$ cat config.mk
export PLATFORM = sky130hd
export DESIGN_NAME = call_stack
export DESIGN_NICKNAME = d
export VERILOG_FILES = /design/src/rtl/call_stack.sv
export SDC_FILE = /design/constraint.sdc
export NUM_CORES = 1
export LEC_CHECK = 0
export CAP_MARGIN = 20
export CORE_MARGIN = 5
export CORE_UTILIZATION = 26
export CTS_BUF_LIST = sky130_fd_sc_hd__clkbuf_16
export DETAILED_ROUTE_END_ITERATION = 7
export GPL_ROUTABILITY_DRIVEN = 0
export SETUP_SLACK_MARGIN = 0.3
export SLEW_MARGIN = 5
export SYNTH_ARGS = -nofsm -noshare
export SYNTH_HDL_FRONTEND = slang
export SYNTH_SLANG_ARGS = --single-unit
$ cat constraint.sdc
create_clock -name clk -period 3.28 [get_ports clk]
set_input_delay 0.984 -clock clk [delete_from_list [all_inputs] [get_ports clk]]
set_output_delay 0.984 -clock clk [all_outputs]
set_load 0.02 [all_outputs]
$ cat src/rtl/call_stack.sv
// call_stack: hardware return stack for CALL/RET.
// Each entry holds {return PC, flags}. The top entry is shown combinationally
// on out_pc/out_flags (zero when empty), so a pop strobe sees the old top in
// the same cycle. Overflow/underflow enter a sticky FAULT state that leaves
// storage and the stack pointer untouched until in_clear_fault.
// Optional feature: define CALL_STACK_WATERMARK_EN to add out_watermark, the
// maximum depth reached since reset.
module call_stack #(
  parameter int DEPTH = 8,
  parameter int PC_W  = 8,
  parameter int FLG_W = 4,
  localparam int DW   = $clog2(DEPTH + 1)
) (
  input  logic             clk,
  input  logic             rst_n,
  input  logic             in_push_en,
  input  logic             in_pop_en,
  input  logic [PC_W-1:0]  in_pc,
  input  logic [FLG_W-1:0] in_flags,
  input  logic             in_clear_fault,
  output logic [PC_W-1:0]  out_pc,
  output logic [FLG_W-1:0] out_flags,
  output logic [DW-1:0]    out_depth,
  output logic             out_empty,
  output logic             out_full,
  output logic             out_fault
`ifdef CALL_STACK_WATERMARK_EN
  ,
  output logic [DW-1:0]    out_watermark
`endif
);

  // Slot index width; DEPTH is a power of two >= 2, so this is exact.
  localparam int AW = $clog2(DEPTH);
  localparam logic [DW-1:0] SP_MAX = DW'(DEPTH);
  localparam logic [DW-1:0] SP_ONE = DW'(1);

  typedef enum logic [1:0] {
    S_EMPTY  = 2'd0,
    S_ACTIVE = 2'd1,
    S_FULL   = 2'd2,
    S_FAULT  = 2'd3
  } state_t;

  state_t            state_reg;
  logic [DW-1:0]     sp_reg;      // next free slot == current depth
  logic [PC_W-1:0]   pc_mem  [DEPTH];
  logic [FLG_W-1:0]  flg_mem [DEPTH];

  logic [DW-1:0]     sp_dec;
  logic [AW-1:0]     top_idx;
  logic              is_empty;
  logic              is_full;
  logic              op_allowed;
  logic              wr_en;
  logic [AW-1:0]     wr_idx;

  // State to resume in when leaving FAULT, chosen from the frozen depth.
  function automatic state_t depth_state(input logic [DW-1:0] sp);
    if (sp == '0)
      return S_EMPTY;
    else if (sp == SP_MAX)
      return S_FULL;
    else
      return S_ACTIVE;
  endfunction

  assign sp_dec     = sp_reg - SP_ONE;
  assign top_idx    = sp_dec[AW-1:0];
  assign is_empty   = (sp_reg == '0);
  assign is_full    = (sp_reg == SP_MAX);
  assign op_allowed = (state_reg != S_FAULT);

  // Storage write: a plain push fills slot sp, push+pop rewrites the top slot.
  // The guards make sure a faulting operation never writes.
  always_comb begin
    wr_en  = 1'b0;
    wr_idx = sp_reg[AW-1:0];
    if (op_allowed && in_push_en) begin
      if (in_pop_en) begin
        wr_en  = !is_empty;
        wr_idx = top_idx;
      end else begin
        wr_en  = !is_full;
      end
    end
  end

  // Entry storage; contents survive reset, a write coinciding with reset is dropped.
  always_ff @(posedge clk) begin
    if (wr_en && rst_n) begin
      pc_mem[wr_idx]  <= in_pc;
      flg_mem[wr_idx] <= in_flags;
    end
  end

  // Stack pointer and EMPTY/ACTIVE/FULL/FAULT control.
  always_ff @(posedge clk or negedge rst_n) begin
    if (!rst_n) begin
      state_reg <= S_EMPTY;
      sp_reg    <= '0;
    end else begin
      case (state_reg)
        S_FAULT: begin
          // Clear wins; any same-cycle strobe is ignored.
          if (in_clear_fault)
            state_reg <= depth_state(sp_reg);
        end
        default: begin
          if (in_push_en && in_pop_en) begin
            // Replace top in place; with nothing to replace it is an underflow.
            if (is_empty)
              state_reg <= S_FAULT;
          end else if (in_push_en) begin
            if (is_full) begin
              state_reg <= S_FAULT;
            end else begin
              sp_reg    <= sp_reg + SP_ONE;
              state_reg <= ((sp_reg + SP_ONE) == SP_MAX) ? S_FULL : S_ACTIVE;
            end
          end else if (in_pop_en) begin
            if (is_empty) begin
              state_reg <= S_FAULT;
            end else begin
              sp_reg    <= sp_dec;
              state_reg <= (sp_reg == SP_ONE) ? S_EMPTY : S_ACTIVE;
            end
          end
        end
      endcase
    end
  end

`ifdef CALL_STACK_WATERMARK_EN
  logic [DW-1:0] wm_reg;

  // Track the deepest point reached; only a successful plain push grows depth.
  always_ff @(posedge clk or negedge rst_n) begin
    if (!rst_n) begin
      wm_reg <= '0;
    end else if (op_allowed && in_push_en && !in_pop_en && !is_full &&
                 ((sp_reg + SP_ONE) > wm_reg)) begin
      wm_reg <= sp_reg + SP_ONE;
    end
  end

  assign out_watermark = wm_reg;
`endif

  assign out_pc    = is_empty ? '0 : pc_mem[top_idx];
  assign out_flags = is_empty ? '0 : flg_mem[top_idx];
  assign out_depth = sp_reg;
  assign out_empty = is_empty;
  assign out_full  = is_full;
  assign out_fault = (state_reg == S_FAULT);

endmodule

# Word-level counts from Yosys, hierarchy flattened

Memory sizes are Yosys's and may differ from the RTL's.
Cells that the tools add are included.

Bits in read-only memories: 0
Bits in registers: 6
Memories: 2
Memory bits (writable): 96
Input port bits: 17
Bits in latches: 0

Memories:

| name    | words | bits a word | read ports | clocked after Yosys merged registers in | write ports | RTL line | RTL |
|---|---|---|---|---|---|---|---|
| pc_mem  | 8     | 8           | 1          | 0                                       | 1           | 47       | `logic [PC_W-1:0] pc_mem [DEPTH];` |
| flg_mem | 8     | 4           | 1          | 0                                       | 1           | 48       | `logic [FLG_W-1:0] flg_mem [DEPTH];` |

Shift operators: 0
Muxes and demuxes: 24
Divide/modulo/power cells: 0
Add/sub/neg operators: 2
Order comparisons: 0
Equality and inequality tests: 9
Multiply operators: 0
Reductions and logical operators: 10
Bitwise logic cells: 2

Operators with widths:

| kind                  | count |
|---|---|
| $mux W2               | 11 |
| $mux W4               | 5 |
| $eq A4 B4 Y1 const B  | 2 |
| $mux W8               | 1 |
| $ne A2 B2 Y1 const B  | 4 |
| $mux W3               | 2 |
| $mux W1               | 5 |
| $reduce_and A5 Y1     | 1 |
| $add A4 B1 Y4 const B | 1 |
| $eq A4 B1 Y1 const B  | 1 |
| $logic_not A4 Y1      | 1 |
| $reduce_bool A4 Y1    | 1 |
| $sub A4 B1 Y4 const B | 1 |
| $logic_and A1 B1 Y1   | 3 |
| $ne A3 B3 Y1 const B  | 1 |
| $reduce_and A3 Y1     | 1 |
| $eq A2 B2 Y1 const B  | 1 |
| $logic_not A1 Y1      | 2 |
| $not A1 Y1            | 2 |
| $reduce_bool A2 Y1    | 1 |

# Logic depth before layout (Yosys ltp)

Gate-level depths: netlist (run 1).

Depth in word-level cells: 7
Depth in mapped cells: 9
Mapped depth without buffers: 6

# Worst setup path before layout (run 1)

OpenSTA, ideal clock, no wires.

Kind: reg-to-output
Start: register sp_reg[0], in the netlist out_depth[0]
End: output port out_flags[0]
Data arrival time: 2.130 ns
Cell stages (with the launch flop): 10
Setup slack: 0.166 ns
Cells stage by stage: dfrtp_1 -> buf_6 -> clkbuf_8 -> inv_1 -> ha_1 -> clkbuf_1 -> buf_2 -> mux4_2 -> o21ai_0 -> nand2_1

Word-level cells in the longest chain between the ends: 3
Elaborated cells between the ends (all ways): 4
Classes of those cells: add/sub: 1; mux: 1; reduce/logical: 1; memory: 1

Ends and longest elaborated chain:

| element                  | RTL line | RTL |
|---|---|---|
| start: declaration       | 46       | `logic [DW-1:0] sp_reg;` |
| start signal: assignment | 118      | `sp_reg <= sp_reg + SP_ONE;` |
| start signal: assignment | 125      | `sp_reg <= sp_dec;` |
| $sub A4 B1 Y4            | 68       | `assign sp_dec = sp_reg - SP_ONE;` |
| $mem_v2 Z8 W4            | n/a      |  |
| $mux W4 (*)              | 151      | `assign out_flags = is_empty ? '0 : flg_mem[top_idx];` |
| end: declaration         | 22       | `output logic [FLG_W-1:0] out_flags,` |

Every way passes the cells marked *; elsewhere a longest branch is shown, timed or not.

# Worst setup path after layout (run 1)

Start: register sp_reg[0], in the netlist out_depth[0]
End: output port out_flags[1]

Same word-level chain as after synthesis.

==> reports/metrics.json, run 1 <==
{
  "power_and_ir_drop": {
    "peakVddDrop_v": 0.000298,
    "leakage_nw": 1.98,
    "power.density_cell_area_mw_per_mm2": 891
  },
  "floorplanning": {
    "x_dimension_of_the_die_um": 141,
    "io-pin-count": 36,
    "floorplan.core_area_mm2": 0.0171,
    "initial_core_util_pct": 26.2,
    "placement_rows": 48,
    "die-area_mm2": 0.0199,
    "die_h_um": 141
  },
  "worst_setup_path": {
    "criticalPathCategory": "flop to output pin",
    "critPathLaunchType": "flop",
    "cp_top_family": "buffers and inverters",
    "worst-path-max-fanout": 17,
    "crit_path_max_incr_delay_ns": 0.42,
    "ff2ff_setup_slack_ns": 1.13,
    "worstPathBufferInverterCount": 4,
    "crit_slowest_cell": "sky130_fd_sc_hd__dfrtp_2",
    "worst_ep_required_time_ns": 2.30,
    "cp_cell_sequence": "inv_2 > ha_4 > buf_12 > buf_4 > mux4_1 > o21ai_0 > nand2_1 > buf_2",
    "cp_data_arrival_time_ns": 1.98,
    "regToRegEndpoint": "flg_mem[5][2]$_DFFE_PP_",
    "worstReg2RegStart": "out_depth[0]$_DFFE_PN0P_",
    "setup.worst_path.end_class": "output pin",
    "ff2ff_path_depth": 7
  },
  "sta": {
    "max_freq_mhz": 337,
    "worst_clock_skew_ns": 0.0134,
    "report.final.hold_viol_count": 0,
    "final.period_utilization_pct": 90.4,
    "timing.max_slew.rel_slack_pct": 68.9,
    "setup-tns-final_ns": 0,
    "finalSetupViolCount": 0,
    "final-max-slew-violation-count": 0,
    "tightest_slew_ns": 0.464,
    "rsz0062_at_grt": "true",
    "final_period_minus_worst_setup_slack_ns": 2.97
  },
  "finish": {
    "antenna_cells_inserted": 0,
    "mostFrequentLayoutCells": "sky130_fd_sc_hd__edfxtp_1, sky130_fd_sc_hd__buf_4, sky130_fd_sc_hd__o21ai_0, sky130_fd_sc_hd__mux4_1, sky130_fd_sc_hd__clkdlybuf4s50_1",
    "top_register": "pc_mem",
    "mostFrequentLayoutCell": "sky130_fd_sc_hd__edfxtp_1",
    "largest_reg_flops": 64,
    "finalInstanceArea_mm2": 0.00558,
    "layout-drive-gt1-share_pct": 22.8,
    "synthToLayoutAreaGrowth_pct": 25.1,
    "final_nets": 348
  },
  "synth": {
    "synth-xor-area-share_pct": 0.785,
    "count_of_mapped_cells_out_of_synthesis": 261,
    "synth.yosys.seq_area_share_pct": 68.0,
    "synth_nets": 281,
    "yosys_warnings": 0,
    "synth_seq_cells": 102,
    "synth_area_in_compound_gates_pct": 6.67,
    "synth_simple_gate_area_share_pct": 6.20,
    "mapped_avg_cell_area_um2": 17.1,
    "post_synth_instance_area_mm2": 0.00446,
    "post_synth_fa_ha_maj_area_fraction_pct": 0.841,
    "largest_family_of_logic_cells_by_synthesized_area": "multiplexers",
    "synthDistinctLibCells": 42,
    "synth_mux_area_share_pct": 14.7
  },
  "global_route": {
    "antenna_found_initial": 0,
    "vias_in_the_first_global_route": 2667,
    "global_route_wire_length_before_repair_mm": 15.3,
    "grt_max_degree": 27,
    "total_gr_overflow": 0,
    "grt.total_usage_pct": 10.2
  },
  "route": {
    "route.detailed.wl_per_inst_um": 17.6,
    "antenna_left": 0,
    "drt-pass1-iter-count": 4,
    "drc": 0,
    "via_per_inst": 4.58,
    "drt_iter0_markers": 162,
    "drt-total-wl_mm": 9.84,
    "via_count": 2554
  },
  "placement": {
    "placedInstanceArea_mm2": 0.00528,
    "place.detailed.hpwl_mm": 6.74,
    "placement.io_buffers": 35
  },
  "flow_run": {
    "timing.max_cap.violations": 0
  },
  "clocking": {
    "clockBufferDepth": 2,
    "cts_buffers": 9,
    "clk-insertion-delay-late_ns": 0.35,
    "ctsHoldBuffers": 0,
    "cts_root_buffer": "sky130_fd_sc_hd__clkbuf_16",
    "cts_htree_levels": 3,
    "cts.sink_count": 102,
    "tritoncts": "yes",
    "worst_setup_hold_path_clk_slew_ns": 0.07
  },
  "hold_path": {
    "timing.hold.worst.class": "flop to flop",
    "hold_path_end": "out_depth[1]$_DFFE_PN0P_",
    "min_from": "out_depth[1]$_DFFE_PN0P_",
    "whs_path_depth": 2
  },
  "run_status": {
    "result_of_the_run": "complete, no violations"
  }
}
through the flow:
| stage | hold WS, ns | power, mW | worst slack [ns] | utilization [%] | cells |
|---|---|---|---|---|---|
| final | 0.599 | 4.98 | 0.313 | 32.7 | 558 |
| after global routing | 0.642 | 5.26 | 0.235 | 32.7 | 558 |
| after CTS | 0.597 | 4.94 | 0.157 | 32.6 | 554 |
| after detailed placement | 0.581 | 3.97 | 0.180 | 31.0 | 538 |
| after global placement | 0.573 | 3.96 | 0.217 | 31.0 | 538 |
| after floorplan | 0.531 | 3.01 | 0.382 | - | 261 |
final cells by class:
type                    count  area (um^2)
inverters                   6         22.5
clock inverters             7         66.3
repair buffers             73          644
flip-flops and latches    102         3030
multi-input cells         136         1310
fillers                  1665        11500
clock buffers               9          225
well taps                 225          282
worst register-to-register path, delay by kind of cell (launching register included):
| kind | cells | cell delay, ns |
|---|---|---|
| AO/OA/AOI/OAI | 2 | 0.59 |
| adder cells (fa/ha/maj) | 1 | 0.19 |
| flip-flops | 1 | 0.42 |
| AND/OR/NAND/NOR | 1 | 0.20 |
| buffers and inverters | 3 | 0.45 |
report_power, final:
part,switching [mW],internal (mW)
clock network,0.457,0.587
logic,1.26,1.06
registers,0.0631,1.55
metal layers:
layer / global-route usage, % / vias to the layer above / share of wire, %
met4: 3.16 / 0 / 1.0
met3: 2.82 / 9 / 5.5
met1: 13.5 / 1267 / 44
li1: - / 1196 / -
met2: 16.6 / 82 / 49
met5: 0 / - / 0
cells in the mapped netlist (all sizes together):
| library cell | n | area (um^2) |
|---|---|---|
| a2111oi | 3 | 26.3 |
| a211oi | 7 | 52.6 |
| a21boi | 2 | 18.8 |
| a21oi | 4 | 20.0 |
| a2bb2oi | 1 | 8.76 |
| and2 | 1 | 6.26 |
| and3b | 2 | 18.8 |
| and4 | 3 | 26.3 |
| and4b | 1 | 10.0 |
| buf | 11 | 73.8 |
| clkbuf | 6 | 32.5 |
| dfrtp | 6 | 150 |
| edfxtp | 96 | 2880 |
| ha | 3 | 37.5 |
| inv | 6 | 22.5 |
| mux2 | 1 | 11.3 |
| mux2i | 2 | 20.0 |
| mux4 | 24 | 623 |
| nand2 | 19 | 71.3 |
| nand2b | 2 | 12.5 |
| nand3 | 4 | 20.0 |
| nand3b | 1 | 7.51 |
| nand4 | 2 | 12.5 |
| nor2 | 13 | 48.8 |
| nor2b | 2 | 12.5 |
| nor3 | 1 | 5.00 |
| nor3b | 1 | 12.5 |
| nor4 | 1 | 6.26 |
| o21ai | 27 | 135 |
| o22ai | 2 | 18.8 |
| o32ai | 1 | 8.76 |
| o41ai | 1 | 8.76 |
| or2 | 1 | 6.26 |
| xnor2 | 3 | 26.3 |
| xor2 | 1 | 8.76 |
kinds of logic (layout without fill, tap and decap cells):
logic type,after synthesis,in the layout
AO/OA/AOI/OAI,48,48
XOR/XNOR,4,4
adder cells (fa/ha/maj),3,3
buffers and inverters,23,95
flip-flops,102,102
multiplexers,27,27
AND/OR/NAND/NOR,54,54
worst max-delay path by stage:
stage / from / end / slack [ns] / depth (start not counted)
2_1_floorplan: out_depth[0]$_DFFE_PN0P_ / out_flags[0] / 0.38 / 9
4_1_cts: out_depth[0]$_DFFE_PN0P_ / out_pc[1] / 0.16 / 7
3_3_place_gp: out_depth[0]$_DFFE_PN0P_ / out_pc[2] / 0.22 / 8
6_report: out_depth[0]$_DFFE_PN0P_ / out_flags[1] / 0.31 / 8
3_5_place_dp: out_depth[0]$_DFFE_PN0P_ / out_pc[1] / 0.18 / 8
5_1_grt: out_depth[0]$_DFFE_PN0P_ / out_flags[1] / 0.23 / 8
what timing repair did:
| action | CTS | global route |
|---|---|---|
| resized for setup | 40 | 25 |
| setup buffers | 0 | 4 |
| endpoints found under the hold margin | 0 | 0 |
| pin swaps | 0 | 2 |
| endpoints found under the setup margin | 14 | 9 |
No activity file was read; power rests on OpenSTA's default activity.
==> inputs of run 2 (changes only) <==
--- a/config.mk
+++ b/config.mk
@@ -11,6 +11,7 @@
 export CTS_BUF_LIST = sky130_fd_sc_hd__clkbuf_16
 export DETAILED_ROUTE_END_ITERATION = 7
 export GPL_ROUTABILITY_DRIVEN = 0
+export REMOVE_ABC_BUFFERS = 1
 export SETUP_SLACK_MARGIN = 0.3
 export SLEW_MARGIN = 5
 export SYNTH_ARGS = -nofsm -noshare
==> run 2 against run 1 <==
Critical path depth unchanged; design area up 3.7%; via count rose by 1.8%; total power is 13% higher; sequential power is essentially flat; setup slack got worse by 0.072 ns; critical path type unchanged; flip-flop and latch count unchanged; highest routed layer unchanged; hold slack worse by 0.017 ns; largest power group unchanged; count of clock-buffer cells in the layout did not move; die area is the same.
==> reports/metrics.json, run 2 (same netlist as run 1, synthesis figures left out) <==
{
  "worst_setup_path": {
    "setup.worst_path.end_class": {"value": "output pin", "change": "unchanged"},
    "crit_slowest_cell": {"value": "sky130_fd_sc_hd__mux4_2", "change": "was sky130_fd_sc_hd__dfrtp_2"},
    "cp_data_arrival_time": {"value": 2.05, "unit": "ns", "change": "was 1.98 ns"},
    "crit_start": {"value": "out_depth[0]$_DFFE_PN0P_", "change": "unchanged"},
    "worst_setup_path_endpoint": {"value": "out_pc[2]", "change": "was out_flags[1]"},
    "crit_path_max_incr_delay": {"value": 0.50, "unit": "ns", "change": "was 0.42 ns"},
    "ff2ff_setup_slack": {"value": 1.11, "unit": "ns", "change": "was 1.13 ns"},
    "worst-path-max-fanout": {"value": 6, "change": "was 17"},
    "regToRegEndpoint": {"value": "pc_mem[7][4]$_DFFE_PP_", "change": "was flg_mem[5][2]$_DFFE_PP_"},
    "critPathLaunchType": {"value": "flop", "change": "unchanged"},
    "worst_ep_required_time": {"value": 2.30, "unit": "ns", "change": "about the same"},
    "worstReg2RegStart": {"value": "out_depth[0]$_DFFE_PN0P_", "change": "unchanged"},
    "criticalPathCategory": {"value": "flop to output pin", "change": "unchanged"},
    "ff2ff_path_depth": {"value": 8, "change": "was 7"},
    "cp_cell_sequence": {"value": "buf_6 > buf_16 > buf_12 > buf_12 > mux4_2 > o21ai_1 > nand2_1 > buf_6", "change": "was inv_2 > ha_4 > buf_12 > buf_4 > mux4_1 > o21ai_0 > nand2_1 > buf_2"}
  },
  "global_route": {
    "global_route_wire_length_before_repair": {"value": 16.6, "unit": "mm", "change": "was 15.3 mm"},
    "grt.total_usage": {"value": 11.3, "unit": "%", "change": "was 10.2%"},
    "antenna_found_initial": {"value": 0, "change": "unchanged"},
    "total_gr_overflow": {"value": 0, "change": "unchanged"},
    "grt_max_degree": {"value": 20, "change": "was 27"},
    "vias_in_the_first_global_route": {"value": 2797, "change": "was 2,667"}
  },
  "finish": {
    "largest_reg_flops": {"value": 64, "change": "unchanged"},
    "final.fill_count": {"value": 1653, "change": "was 1,665"},
    "top_register": {"value": "pc_mem", "change": "unchanged"},
    "final_nets": {"value": 355, "change": "was 348"},
    "layout-drive-gt1-share": {"value": 31.5, "unit": "%", "change": "was 22.8%"},
    "area_of_the_multi_input_gates": {"value": 0.00131, "unit": "mm^2", "change": "about the same"},
    "register_area": {"value": 0.00303, "unit": "mm^2", "change": "about the same"},
    "finalInstanceArea": {"value": 0.00579, "unit": "mm^2", "change": "was 0.00558 mm^2"},
    "mostFrequentLayoutCells": {"value": "sky130_fd_sc_hd__edfxtp_1, sky130_fd_sc_hd__buf_4, sky130_fd_sc_hd__clkdlybuf4s50_1, sky130_fd_sc_hd__nand2_1, sky130_fd_sc_hd__mux4_2", "change": "was sky130_fd_sc_hd__edfxtp_1, sky130_fd_sc_hd__buf_4, sky130_fd_sc_hd__o21ai_0, sky130_fd_sc_hd__mux4_1, sky130_fd_sc_hd__clkdlybuf4s50_1"},
    "antenna_cells_inserted": {"value": 0, "change": "unchanged"},
    "synthToLayoutAreaGrowth": {"value": 29.7, "unit": "%", "change": "was 25.1%"},
    "mostFrequentLayoutCell": {"value": "sky130_fd_sc_hd__edfxtp_1", "change": "unchanged"}
  },
  "clocking": {
    "clockBufferDepth": {"value": 2, "change": "unchanged"},
    "cts_buffers": {"value": 9, "change": "unchanged"},
    "cts.sink_count": {"value": 102, "change": "unchanged"},
    "cts_root_buffer": {"value": "sky130_fd_sc_hd__clkbuf_16", "change": "unchanged"},
    "clk-insertion-delay-late": {"value": 0.35, "unit": "ns", "change": "about the same"},
    "tritoncts": {"value": "yes", "change": "unchanged"},
    "worst_setup_hold_path_clk_slew": {"value": 0.07, "unit": "ns", "change": "about the same"},
    "cts_htree_levels": {"value": 3, "change": "unchanged"}
  },
  "sta": {
    "final_period_minus_worst_setup_slack": {"value": 3.04, "unit": "ns", "change": "was 2.97 ns"},
    "final-max-slew-violation-count": {"value": 0, "change": "unchanged"},
    "timing.max_slew.rel_slack": {"value": 64.8, "unit": "%", "change": "was 68.9%"},
    "rsz0062_at_grt": {"value": "true", "change": "unchanged"},
    "final.period_utilization": {"value": 92.6, "unit": "%", "change": "was 90.4%"},
    "hold_slack": {"value": 0.582, "unit": "ns", "change": "was 0.599 ns"},
    "setup-tns-final": {"value": 0, "unit": "ns", "change": "unchanged"},
    "finalSetupViolCount": {"value": 0, "change": "unchanged"},
    "tightest_slew": {"value": 0.515, "unit": "ns", "change": "was 0.464 ns"},
    "worst_clock_skew": {"value": 0.00823, "unit": "ns", "change": "was 0.0134 ns"},
    "report.final.hold_viol_count": {"value": 0, "change": "unchanged"},
    "max_freq": {"value": 329, "unit": "MHz", "change": "was 337 MHz"}
  },
  "route": {
    "via_count": {"value": 2599, "change": "was 2,554"},
    "drt-total-wl": {"value": 10.8, "unit": "mm", "change": "was 9.84 mm"},
    "antenna_left": {"value": 0, "change": "unchanged"},
    "via_per_inst": {"value": 4.60, "change": "was 4.58"},
    "drc": {"value": 0, "change": "unchanged"},
    "drt_iter0_markers": {"value": 199, "change": "was 162"},
    "drt-pass1-iter-count": {"value": 4, "change": "unchanged"},
    "route.detailed.wl_per_inst": {"value": 19.0, "unit": "um", "change": "was 17.6 um"}
  },
  "power_and_ir_drop": {
    "switching_share": {"value": 36.3, "unit": "%", "change": "was 35.8%"},
    "share_seq_of_total_power": {"value": 28.5, "unit": "%", "change": "was 32.3%"},
    "power.density_cell_area": {"value": 971, "unit": "mW/mm^2", "change": "was 891 mW/mm^2"},
    "leakage": {"value": 2.02, "unit": "nW", "change": "was 1.98 nW"},
    "power_switching": {"value": 2.04, "unit": "mW", "change": "was 1.78 mW"},
    "power_report.internal_total": {"value": 3.58, "unit": "mW", "change": "was 3.19 mW"},
    "comb_power_share": {"value": 53.4, "unit": "%", "change": "was 46.7%"},
    "clkPwrFrac": {"value": 18.1, "unit": "%", "change": "was 21.0%"},
    "peakVddDrop": {"value": 0.000359, "unit": "V", "change": "was 0.000298 V"}
  },
  "floorplanning": {
    "die-area": {"value": 0.0199, "unit": "mm^2", "change": "unchanged"},
    "io-pin-count": {"value": 36, "change": "unchanged"},
    "x_dimension_of_the_die": {"value": 141, "unit": "um", "change": "unchanged"},
    "floorplan.core_area": {"value": 0.0171, "unit": "mm^2", "change": "unchanged"},
    "placement_rows": {"value": 48, "change": "unchanged"},
    "initial_core_util": {"value": 26.2, "unit": "%", "change": "unchanged"},
    "die_h": {"value": 141, "unit": "um", "change": "unchanged"}
  },
  "hold_path": {
    "timing.hold.worst.class": {"value": "flop to flop", "change": "unchanged"}
  },
  "run_status": {
    "result_of_the_run": {"value": "complete, no violations", "change": "unchanged"}
  },
  "flow_run": {
    "timing.max_cap.violations": {"value": 0, "change": "unchanged"}
  },
  "placement": {
    "placement.io_buffers": {"value": 35, "change": "unchanged"},
    "place.detailed.hpwl": {"value": 6.29, "unit": "mm", "change": "was 6.74 mm"},
    "placedInstanceArea": {"value": 0.00523, "unit": "mm^2", "change": "was 0.00528 mm^2"}
  }
}
[run 2: cell types whose count changed in the layout (fill, tap and decap cells not counted), sizes merged]
cell      change
buf          +11
clkbuf        -4
clkinvlp      +1
bufinv        -1
inv           -1
clkinv        +1
[run 2: per-stage QoR]
stage                     total power [mW]  instances  util (%)  worst slack, ns
final                                 5.62        565      33.9            0.241
after global routing                  5.93        565      33.9            0.149
after CTS                             5.37        557      33.3            0.228
after detailed placement              3.96        529      30.6            0.172
after global placement                3.93        529      30.6            0.206
after floorplan                       2.89        244         -           -0.524
[run 2: power by group through the flow]
stage          Combinational (mW)  Sequential (mW)  Clock (mW)
2_1_floorplan                1.15             1.74           0
3_3_place_gp                 2.31             1.62           0
6_report                     3.00             1.60        1.02
5_1_grt                      3.23             1.62        1.09
3_5_place_dp                 2.33             1.63           0
4_1_cts                      2.73             1.60        1.04
[run 2: worst max-delay path, delay by kind of cell (launching register included)]
| family | cells | cell delay (ns) |
|---|---|---|
| compound gates | 1 | 0.09 |
| buf+inv | 5 | 0.65 |
| flops | 1 | 0.37 |
| mux | 1 | 0.50 |
| simple gates | 1 | 0.09 |
[run 2: layout make-up]
cell class | instances | area share [%]
Tap cell | 225 | 4.86
Clock inverter | 7 | 1.02
Sequential cell | 102 | 52.4
Inverter | 6 | 0.389
Timing Repair Buffer | 80 | 14.9
Clock buffer | 9 | 3.89
Multi-Input combinational cell | 136 | 22.5
[run 2: routing by layer]
layer / part of all wire [%] / GRT usage (%) / vias to the layer above
met5: 0 / 0 / -
met4: 2.8 / 4.33 / 0
met3: 3.6 / 3.02 / 23
met2: 50 / 19.3 / 60
met1: 44 / 13.8 / 1324
li1: - / - / 1192
[run 2: how the worst min path moves through the flow]
stage                                  start                        to  slack, ns  cells after the start
floorplan           state_reg[0]$_DFFE_PN0P_  state_reg[0]$_DFFE_PN0P_       0.53                      1
global placement    state_reg[0]$_DFFE_PN0P_  state_reg[0]$_DFFE_PN0P_       0.56                      1
detailed placement  state_reg[0]$_DFFE_PN0P_  state_reg[0]$_DFFE_PN0P_       0.57                      1
CTS                 state_reg[0]$_DFFE_PN0P_  state_reg[0]$_DFFE_PN0P_       0.58                      1
global route        state_reg[0]$_DFFE_PN0P_  state_reg[0]$_DFFE_PN0P_       0.63                      1
finish              state_reg[0]$_DFFE_PN0P_  state_reg[0]$_DFFE_PN0P_       0.58                      1
[run 2: repair_timing]
action                                  4_1_cts  5_1_grt
cloned                                        2        0
hold buffers                                  0        0
resized for setup                            86       31
endpoints found under the setup margin       14       13
pin swaps                                     1        4
setup buffers                                10        8
